--- config.mk ---
export PLATFORM = sky130hd
export DESIGN_NAME = peripheral_bus_decoder_flat
export DESIGN_NICKNAME = d
export VERILOG_FILES = /design/src/rtl/peripheral_bus_if.sv /design/src/rtl/peripheral_bus_decoder.sv /design/src/flat_wrapper.sv
export SDC_FILE = /design/constraint.sdc
export NUM_CORES = 1
export LEC_CHECK = 0
export ABC_AREA = 1
export ABC_CLOCK_PERIOD_IN_PS = 2700
export BUFFER_PORTS_ARGS = -buffer_cell sky130_fd_sc_hd__buf_2
export CAP_MARGIN = 20
export CORE_UTILIZATION = 43
export CTS_CLUSTER_SIZE = 10
export DETAILED_ROUTE_END_ITERATION = 10
export PLACE_DENSITY = 0.82
export RECOVER_POWER = 50
export SLEW_MARGIN = 10
export SYNTH_ARGS = -nofsm -noshare
export SYNTH_HDL_FRONTEND = slang
export SYNTH_SLANG_ARGS = --single-unit
--- constraint.sdc ---
create_clock -name clk -period 2.7 [get_ports clk]
set_clock_uncertainty 0.15 [all_clocks]
set_input_delay 0.54 -clock clk [delete_from_list [all_inputs] [get_ports clk]]
set_output_delay 0.54 -clock clk [all_outputs]
set_load 0.01 [all_outputs]
--- src/rtl/peripheral_bus_if.sv ---
// peripheral_bus_if: master-side access request and decoder completion/read-data signals.
interface peripheral_bus_if;
  logic        peripheralEnable;
  logic [15:0] peripheralBus_address;
  logic        peripheralBus_busy;
  logic [31:0] peripheralBus_dataRead;
  modport master (output peripheralEnable, peripheralBus_address, input peripheralBus_busy, peripheralBus_dataRead);
  modport slave (input peripheralEnable, peripheralBus_address, output peripheralBus_busy, peripheralBus_dataRead);
endinterface

--- src/rtl/peripheral_bus_decoder.sv ---
// peripheral_bus_decoder: routes master accesses to device slots by ID, aborts stuck accesses, records first error.
module peripheral_bus_decoder #(
  parameter int DEVICE_COUNT   = 4,
  parameter int ID_BASE        = 0,
  parameter int TIMEOUT_CYCLES = 256
) (
  input  logic                      clk,
  input  logic                      rst_n,
  peripheral_bus_if.slave           bus,
  output logic [11:0]               localAddress,
  output logic [DEVICE_COUNT-1:0]   deviceEnable,
  input  logic [DEVICE_COUNT-1:0]   deviceBusy,
  input  logic [32*DEVICE_COUNT-1:0] deviceDataRead,
  input  logic                      errorClear,
  output logic                      errorFlag,
  output logic [1:0]                errorType,
  output logic [15:0]               errorAddress
);
  localparam int CW = $clog2(TIMEOUT_CYCLES) + 1;
  localparam int IW = DEVICE_COUNT > 1 ? $clog2(DEVICE_COUNT) : 1;
  localparam logic [CW-1:0] LAST = CW'(TIMEOUT_CYCLES - 1);
  typedef enum logic [1:0] {IDLE, WAIT, ABORT} state_t;
  state_t state, state_d;
  logic [CW-1:0] cnt, cnt_d;
  logic [IW-1:0] idx, idx_d, hit_idx, sel;
  logic hit;
  logic [1:0] err_ev;
  assign localAddress = bus.peripheralBus_address[11:0];
  // 5-bit compare so slots whose ID would pass 15 never match
  always_comb begin
    hit = 1'b0;
    hit_idx = '0;
    for (int i = 0; i < DEVICE_COUNT; i++)
      if ({1'b0, bus.peripheralBus_address[15:12]} == 5'(ID_BASE + i)) begin
        hit = 1'b1;
        hit_idx = IW'(i);
      end
  end
  assign sel = state == WAIT ? idx : hit_idx;
  always_comb begin
    deviceEnable = '0;
    bus.peripheralBus_busy = 1'b0;
    bus.peripheralBus_dataRead = '0;
    state_d = state;
    cnt_d = cnt;
    idx_d = idx;
    err_ev = 2'b00;
    case (state)
      IDLE: if (bus.peripheralEnable) begin
        if (hit) begin
          deviceEnable[sel] = 1'b1;
          bus.peripheralBus_busy = deviceBusy[sel];
          bus.peripheralBus_dataRead = deviceDataRead[32*sel +: 32];
          if (deviceBusy[sel]) begin
            state_d = WAIT;
            idx_d = sel;
            cnt_d = CW'(1);
          end
        end else begin
          bus.peripheralBus_dataRead = '1;
          err_ev = 2'b01;
        end
      end
      WAIT: if (!bus.peripheralEnable) begin
        state_d = IDLE;
        cnt_d = '0;
      end else begin
        deviceEnable[sel] = 1'b1;
        bus.peripheralBus_busy = deviceBusy[sel];
        bus.peripheralBus_dataRead = deviceDataRead[32*sel +: 32];
        if (!deviceBusy[sel]) begin
          state_d = IDLE;
          cnt_d = '0;
        end else if (cnt >= LAST - 1'b1) begin
          state_d = ABORT;
          cnt_d = LAST;
        end else cnt_d = cnt + 1'b1;
      end
      ABORT: begin
        bus.peripheralBus_dataRead = bus.peripheralEnable ? '1 : '0;
        err_ev = 2'b10;
        state_d = IDLE;
        cnt_d = '0;
      end
      default: state_d = IDLE;
    endcase
  end
  always_ff @(posedge clk or negedge rst_n) begin
    if (!rst_n) begin
      state <= IDLE;
      cnt <= '0;
      idx <= '0;
      errorFlag <= 1'b0;
      errorType <= 2'b00;
      errorAddress <= '0;
    end else begin
      state <= state_d;
      cnt <= cnt_d;
      idx <= idx_d;
      if (err_ev != 2'b00 && (!errorFlag || errorClear)) begin
        errorFlag <= 1'b1;
        errorType <= err_ev;
        errorAddress <= bus.peripheralBus_address;
      end else if (errorClear) begin
        errorFlag <= 1'b0;
        errorType <= 2'b00;
        errorAddress <= '0;
      end
    end
  end
endmodule

--- src/flat_wrapper.sv ---
// flat-port wrapper written by rule: the top's interface ports become plain ports
module peripheral_bus_decoder_flat 
#(
  parameter int DEVICE_COUNT   = 4,
  parameter int ID_BASE        = 0,
  parameter int TIMEOUT_CYCLES = 256
)
  (clk, rst_n, localAddress, deviceEnable, deviceBusy, deviceDataRead, errorClear, errorFlag, errorType, errorAddress, bus_peripheralEnable, bus_peripheralBus_address, bus_peripheralBus_busy, bus_peripheralBus_dataRead);
  peripheral_bus_if bus_i ();
  input  logic clk;
  input  logic rst_n;
  output logic [11:0] localAddress;
  output logic [DEVICE_COUNT-1:0] deviceEnable;
  input  logic [DEVICE_COUNT-1:0] deviceBusy;
  input  logic [32*DEVICE_COUNT-1:0] deviceDataRead;
  input  logic errorClear;
  output logic errorFlag;
  output logic [1:0] errorType;
  output logic [15:0] errorAddress;
  input wire logic [$bits(bus_i.peripheralEnable)-1:0] bus_peripheralEnable;
  input wire logic [$bits(bus_i.peripheralBus_address)-1:0] bus_peripheralBus_address;
  output wire logic [$bits(bus_i.peripheralBus_busy)-1:0] bus_peripheralBus_busy;
  output wire logic [$bits(bus_i.peripheralBus_dataRead)-1:0] bus_peripheralBus_dataRead;
  assign bus_i.peripheralEnable = bus_peripheralEnable;
  assign bus_i.peripheralBus_address = bus_peripheralBus_address;
  assign bus_peripheralBus_busy = bus_i.peripheralBus_busy;
  assign bus_peripheralBus_dataRead = bus_i.peripheralBus_dataRead;
  peripheral_bus_decoder #(.DEVICE_COUNT(DEVICE_COUNT), .ID_BASE(ID_BASE), .TIMEOUT_CYCLES(TIMEOUT_CYCLES)) u_core (.clk(clk), .rst_n(rst_n), .bus(bus_i), .localAddress(localAddress), .deviceEnable(deviceEnable), .deviceBusy(deviceBusy), .deviceDataRead(deviceDataRead), .errorClear(errorClear), .errorFlag(errorFlag), .errorType(errorType), .errorAddress(errorAddress));
endmodule
# Word level (Yosys, flattened, before mapping)
# Index checks and enable logic that the tools add are counted.
[op_classes] n_addsub=1 n_mul=0 div=0 order_cmp=3 eq_ne=9 n_shift=1 muxes=48 n_bitwise=0 reduce_logical=12
[op_table] op="32-bit 2-to-1 mux" count=4
[op_table] op="128-bit by 8-bit variable part select with 32-bit output" count=1
[op_table] op="32-bit one-hot mux with 3 select lines" count=1
[op_table] op="9-bit 2-to-1 mux" count=6
[op_table] op="16-bit 2-to-1 mux" count=2
[op_table] op="9-bit one-hot mux with 3 select lines" count=1
[op_table] op="2-bit 2-to-1 mux" count=12
[op_table] op="1-bit 2-to-1 mux" count=13
[op_table] op="4-bit 2-to-1 mux" count=3
[op_table] op="4-bit AND reduction" count=3
[op_table] op="9-bit by 1-bit adder with 9-bit output (second input constant)" count=1
[op_table] op="9-bit by 8-bit >= comparator with 1-bit output (second input constant)" count=1
[op_table] op="4-bit by 2-bit equality test with 1-bit output (second input constant)" count=2
[op_table] op="2-bit one-hot mux with 2 select lines" count=2
[op_table] op="4-bit one-hot mux with 2 select lines" count=1
[op_table] op="4-bit by 1-bit equality test with 1-bit output (second input constant)" count=1
[op_table] op="4-bit zero test" count=1
[op_table] op="2-bit by 1-bit != test with 1-bit output (second input constant)" count=2
[op_table] op="4-bit != test (second input constant)" count=1
[op_table] op="2-bit nonzero test" count=2
[op_table] op="2-bit by 3-bit less-than comparator with 1-bit output (second input constant)" count=1
[op_table] op="3-bit nonzero test" count=1
[op_table] op="1-bit binary-select mux with 2-bit select" count=1
[op_table] op="1-bit demux with 2-bit select" count=1
[op_table] op="9 further kinds" count=10
[word_totals] regBits=32 latch_bits=0 mem_bits_rw=0 mem_bits_ro=0 input_bits=152 out_inout_bits=68 wordCells=80 n_memories=0

# Longest topological paths before layout
[depth] depth_word=12 ltp_mapped=15 ltp_nobuf=14

# Worst setup path after synthesis
# OpenSTA, ideal clock, no wires.
[synth_timing] path_type="register -> output" start="register u_core.state[1]" end="output port bus_peripheralBus_dataRead[10]" arrival_ps=1744 required_ps=2010 slack_ps=266 path_stages_with_launch=13 path_buffers=3 path_cell_list="dfrtp_1 -> inv_1 -> ha_1 -> buf_6 -> nor2_4 -> nand2_4 -> nand2_4 -> buf_6 -> buf_6 -> nand2_1 -> a21oi_1 -> o21ai_1 -> a21oi_1"
[synth_between] elab_chain_cells=6 elab_cells_between_ends=9 cone_classes="eq/ne (2); shift (1); mux (5); reduce/logical (1)"
[synth_rtl] item="start: declaration" line="peripheral_bus_decoder.sv:23" source="state_t state, state_d;"
[synth_rtl] item="start signal: assignment" line="peripheral_bus_decoder.sv:97" source="state <= state_d;"
[synth_rtl] item="2-bit by 1-bit equality test with 1-bit output" line="peripheral_bus_decoder.sv:39, peripheral_bus_decoder.sv:48"
[synth_rtl] item="2-bit 2-to-1 mux" line="peripheral_bus_decoder.sv:39" source="assign sel = state == WAIT ? idx : hit_idx;"
[synth_rtl] item="128-bit by 8-bit variable part select with 32-bit output" line="peripheral_bus_decoder.sv:53, peripheral_bus_decoder.sv:70"
[synth_rtl] item="32-bit 2-to-1 mux" line="peripheral_bus_decoder.sv:50" source="if (hit) begin"
[synth_rtl] item="32-bit 2-to-1 mux" line="peripheral_bus_decoder.sv:49" source="IDLE: if (bus.peripheralEnable) begin"
[synth_rtl] item="32-bit one-hot mux with 3 select lines *" line="peripheral_bus_decoder.sv:48" source="case (state)"
[synth_rtl] item="end: declaration" line="flat_wrapper.sv:23" source="output wire logic [$bits(bus_i.peripheralBus_dataRead)-1:0] bus_peripheralBus_dataRead;"
# Mark *: on every way between the ends. The rest lies on a longest branch, timed or not.

# Worst setup path in the final report
[layout_timing] start="register u_core.state[1]" end="output port bus_peripheralBus_busy"
[layout_between] elab_chain_cells=7 elab_cells_between_ends=9 cone_classes="eq/ne (1); mux (7); reduce/logical (1)"
[layout_rtl] item="2-bit by 1-bit equality test with 1-bit output" line="peripheral_bus_decoder.sv:39, peripheral_bus_decoder.sv:48"
[layout_rtl] item="2-bit 2-to-1 mux" line="peripheral_bus_decoder.sv:39"
[layout_rtl] item="1-bit binary-select mux with 2-bit select" line="peripheral_bus_decoder.sv:52, peripheral_bus_decoder.sv:69"
[layout_rtl] item="1-bit 2-to-1 mux (not written as such)" line="peripheral_bus_decoder.sv:52, peripheral_bus_decoder.sv:69"
[layout_rtl] item="1-bit 2-to-1 mux" line="peripheral_bus_decoder.sv:50"
[layout_rtl] item="1-bit 2-to-1 mux" line="peripheral_bus_decoder.sv:49"
[layout_rtl] item="1-bit one-hot mux with 2 select lines *" line="peripheral_bus_decoder.sv:48"
[layout_rtl] item="end: declaration" line="flat_wrapper.sv:22" source="output wire logic [$bits(bus_i.peripheralBus_busy)-1:0] bus_peripheralBus_busy;"
# Mark *: on every way between the ends. The rest lies on a longest branch, timed or not. The select of a mux whose other input is x is not followed.

==> results.yml <==
logic_synthesis:
  yosys.area.top_type: "dfrtp_1"
  synth.avg_cell_area_um2: 6.10
  syn_nets: 700
  syn_inst: 541
  synth-seq-area-share_pct: 24.3
  ys_top_cells_by_area: "dfrtp_1, nand2_1, a21oi_1"
  synth_cell_types: 30
  synth_flop_cell: "dfrtp_1"
  syn_area_um2: 3300
  synth_edf_count: 0
  ys_async_sr_fraction_pct: 100
  synth_top_cell_area_share_pct: 24.3
  ys_ff_latch: 32
  ys_warn_count: 0
final_layout:
  layout.area.seq_um2: 802
  layout-drive-gt1-share_pct: 39.9
  final_common_cell: "buf_2"
  nFillCells: 654
  multiInputGateArea_um2: 2190
  stdcell_area_um2: 4870
  syn_to_final_growth_pct: 47.6
  nets: 909
  stdcell_count: 852
  layout_common_cells: "buf_2, nand2_1, a21oi_1"
cts:
  cts_buffers: 5
  root_buffer: "clkbuf_8"
  cts.sinks: 32
  clock_latency_ns: 0.28
  cts_tree: "built"
  cts_buffer_depth: 2
  htree_levels: 2
  path_clk_slew_ns: 0.07
  cts-hold-fix-buffers: 0
global_routing:
  antenna_found_initial: 1
  grt_pass1_wl_um: 16600
  grt_overflow_total: 0
  track_usage_pct: 26.5
  grt_max_degree: 36
  grt_pass1_vias: 3759
timing:
  fmax_mhz: 359
  grt_setup_unrepaired: "true"
  slew_headroom_pct: -11.4
  hold_slack_ns: 0.359
  period_minus_slack_ns: 2.79
  finalMaxSlewViolations: 33
  worstMarginPinSlew_ns: 1.67
  final_hold_viol_count: 0
  tns_ns: -0.659
  worst_slack_ns: -0.0891
  setup_viol: 18
  fin_crit_sh_pct: 103
detailed_routing:
  drt_iter0_drc: 294
  num_vias: 4499
  firstDrtPassIters: 5
  drc: 0
  ant_nets: 0
  via_per_inst: 5.28
  wl_um: 12000
  wl_per_cell_um: 14.1
floorplanning:
  initial_core_util_pct: 45.0
  rows: 31
  die_y_um: 89.6
  ios: 220
  fp.dieW_um: 89.6
  die-area_um2: 8030
  core_um2: 7330
worst_hold_path:
  hold_class: "flop to flop"
power:
  ir_drop_uv: 318
  swShare_pct: 47.7
  seqPwrFrac_pct: 18.4
  combPwrFrac_pct: 69.2
  power.internal_mw: 2.12
  p_clk_share_pct: 12.4
  leakagePower_nw: 2.60
  p_sw_mw: 1.93
  powerDensity_nw_per_um2: 831
worst_setup_path:
  crit_path_start_kind: "flop"
  endpoint_kind: "output pin"
  worstSetupPathType: "flop to output pin"
  worstPathRequired_ns: 2.01
  cp.arrival_ns: 2.10
  path_max_fanout: 15
placed_design:
  place.gp.congestion: 0.852
  placement.io_buffers: 219
  dp_cells: 830
  dpl_cell_area_um2: 4390
  post-dp-hpwl_um: 8640
  preCtsSetupSlack_ns: 0.0267
outcome:
  violations: "max-capacitance violations, max-slew violations, negative setup slack"
  status: "finished with violations"
run:
  max_cap_viol_count: 1
## worst paths after layout
| check | end | slack [ns] | startpoint | depth (start not counted) |
|---|---|---|---|---|
| setup / recovery | bus_peripheralBus_busy | -0.09 | u_core.state[1] | 10 |
| hold / removal | u_core.errorAddress[4] | 0.36 | u_core.errorAddress[4] | 2 |
| setup reg to reg | u_core.errorAddress[13] | 0.33 | u_core.state[0] | 9 |
| hold reg to reg | u_core.errorAddress[4] | 0.36 | u_core.errorAddress[4] | 2 |
| max in group asynchronous | u_core.state[0] | 0.78 | rst_n | 1 |
| min in group asynchronous | u_core.errorAddress[4] | 0.53 | rst_n | 1 |
## kinds of logic (layout without fill, tap and decap cells)
family,count (synthesis),after routing,synth area share (%)
AND/OR/NAND/NOR,270,270,35.5
AO/OA/AOI/OAI,148,148,22.5
buffers and inverters,82,292,14.5
other,0,2,0
XOR/XNOR,2,2,0.531
adder cells (fa/ha/maj),7,7,2.65
flip-flops,32,32,24.3
## registers in the layout, summed over array words and instances, names as in the netlist
signal / cells
u_core.errorAddress: 16
u_core.idx: 2
u_core.errorFlag: 1
u_core.cnt: 9
u_core.errorType: 2
u_core.state: 2
## metal layers
metal | share of wire [%] | wire, µm | GRT usage [%]
met5 | 0 | 0 | 0
met4 | 3.9 | 467 | 10.5
met3 | 8.6 | 1030 | 3.84
met2 | 50 | 5970 | 47.1
met1 | 38 | 4520 | 32.3
## synthesized netlist by cell type, types with 2 or more instances
| cell type | n |
|---|---|
| o21ai_0 | 20 |
| nor2_1 | 30 |
| nand2_2 | 2 |
| xnor2_1 | 2 |
| nand3b_1 | 2 |
| nor2_4 | 2 |
| buf_4 | 18 |
| o21ai_1 | 30 |
| nand4_1 | 3 |
| or2_2 | 4 |
| inv_2 | 3 |
| dfrtp_1 | 32 |
| buf_2 | 5 |
| a21oi_1 | 97 |
| nand2_4 | 4 |
| nand3_1 | 29 |
| nand3_2 | 3 |
| nand2_1 | 185 |
| inv_1 | 29 |
| buf_6 | 13 |
| ha_1 | 7 |
| clkbuf_1 | 12 |
| nor3_1 | 2 |
## worst max-delay path: stages (launching register included)
cell	delay, ns
dfrtp_1	0.39
inv_2	0.10
ha_4	0.19
nand2_2	0.12
nand2_8	0.15
buf_4	0.22
nand2_1	0.07
nand2_1	0.09
nand2_2	0.11
a21oi_2	0.21
buf_2	0.17
## metrics by stage
stage	utilization [%]	total power [mW]
after global placement	59.9	3.08
after floorplan	-	2.38
final	66.4	4.05
after CTS	64.8	3.92
after global routing	66.4	4.35
after detailed placement	59.9	3.13
## layout make-up
type	count	area share [%]
multi-input combinational	427	44.9
timing repair buffer	251	30.4
sequential	32	16.5
inverter	33	2.95
tap	99	2.54
clock buffer	7	1.98
clock inverter	1	0.616
antenna	2	0.103
## power groups by stage
| stage | clock, mW | combinational [mW] | sequential [mW] |
|---|---|---|---|
| 2_1_floorplan | 0 | 1.60 | 0.785 |
| 3_3_place_gp | 0 | 2.35 | 0.732 |
| 3_5_place_dp | 0 | 2.39 | 0.738 |
| 4_1_cts | 0.514 | 2.67 | 0.738 |
| 5_1_grt | 0.529 | 3.06 | 0.763 |
| 6_report | 0.502 | 2.80 | 0.743 |
## what timing repair did
action	in CTS	in global routing
cloned	2	1
gates resized for setup	29	34
setup buffers	8	2
endpoints found under the setup margin	36	35
pin swaps	12	12
No activity file was read; power rests on OpenSTA's default activity.
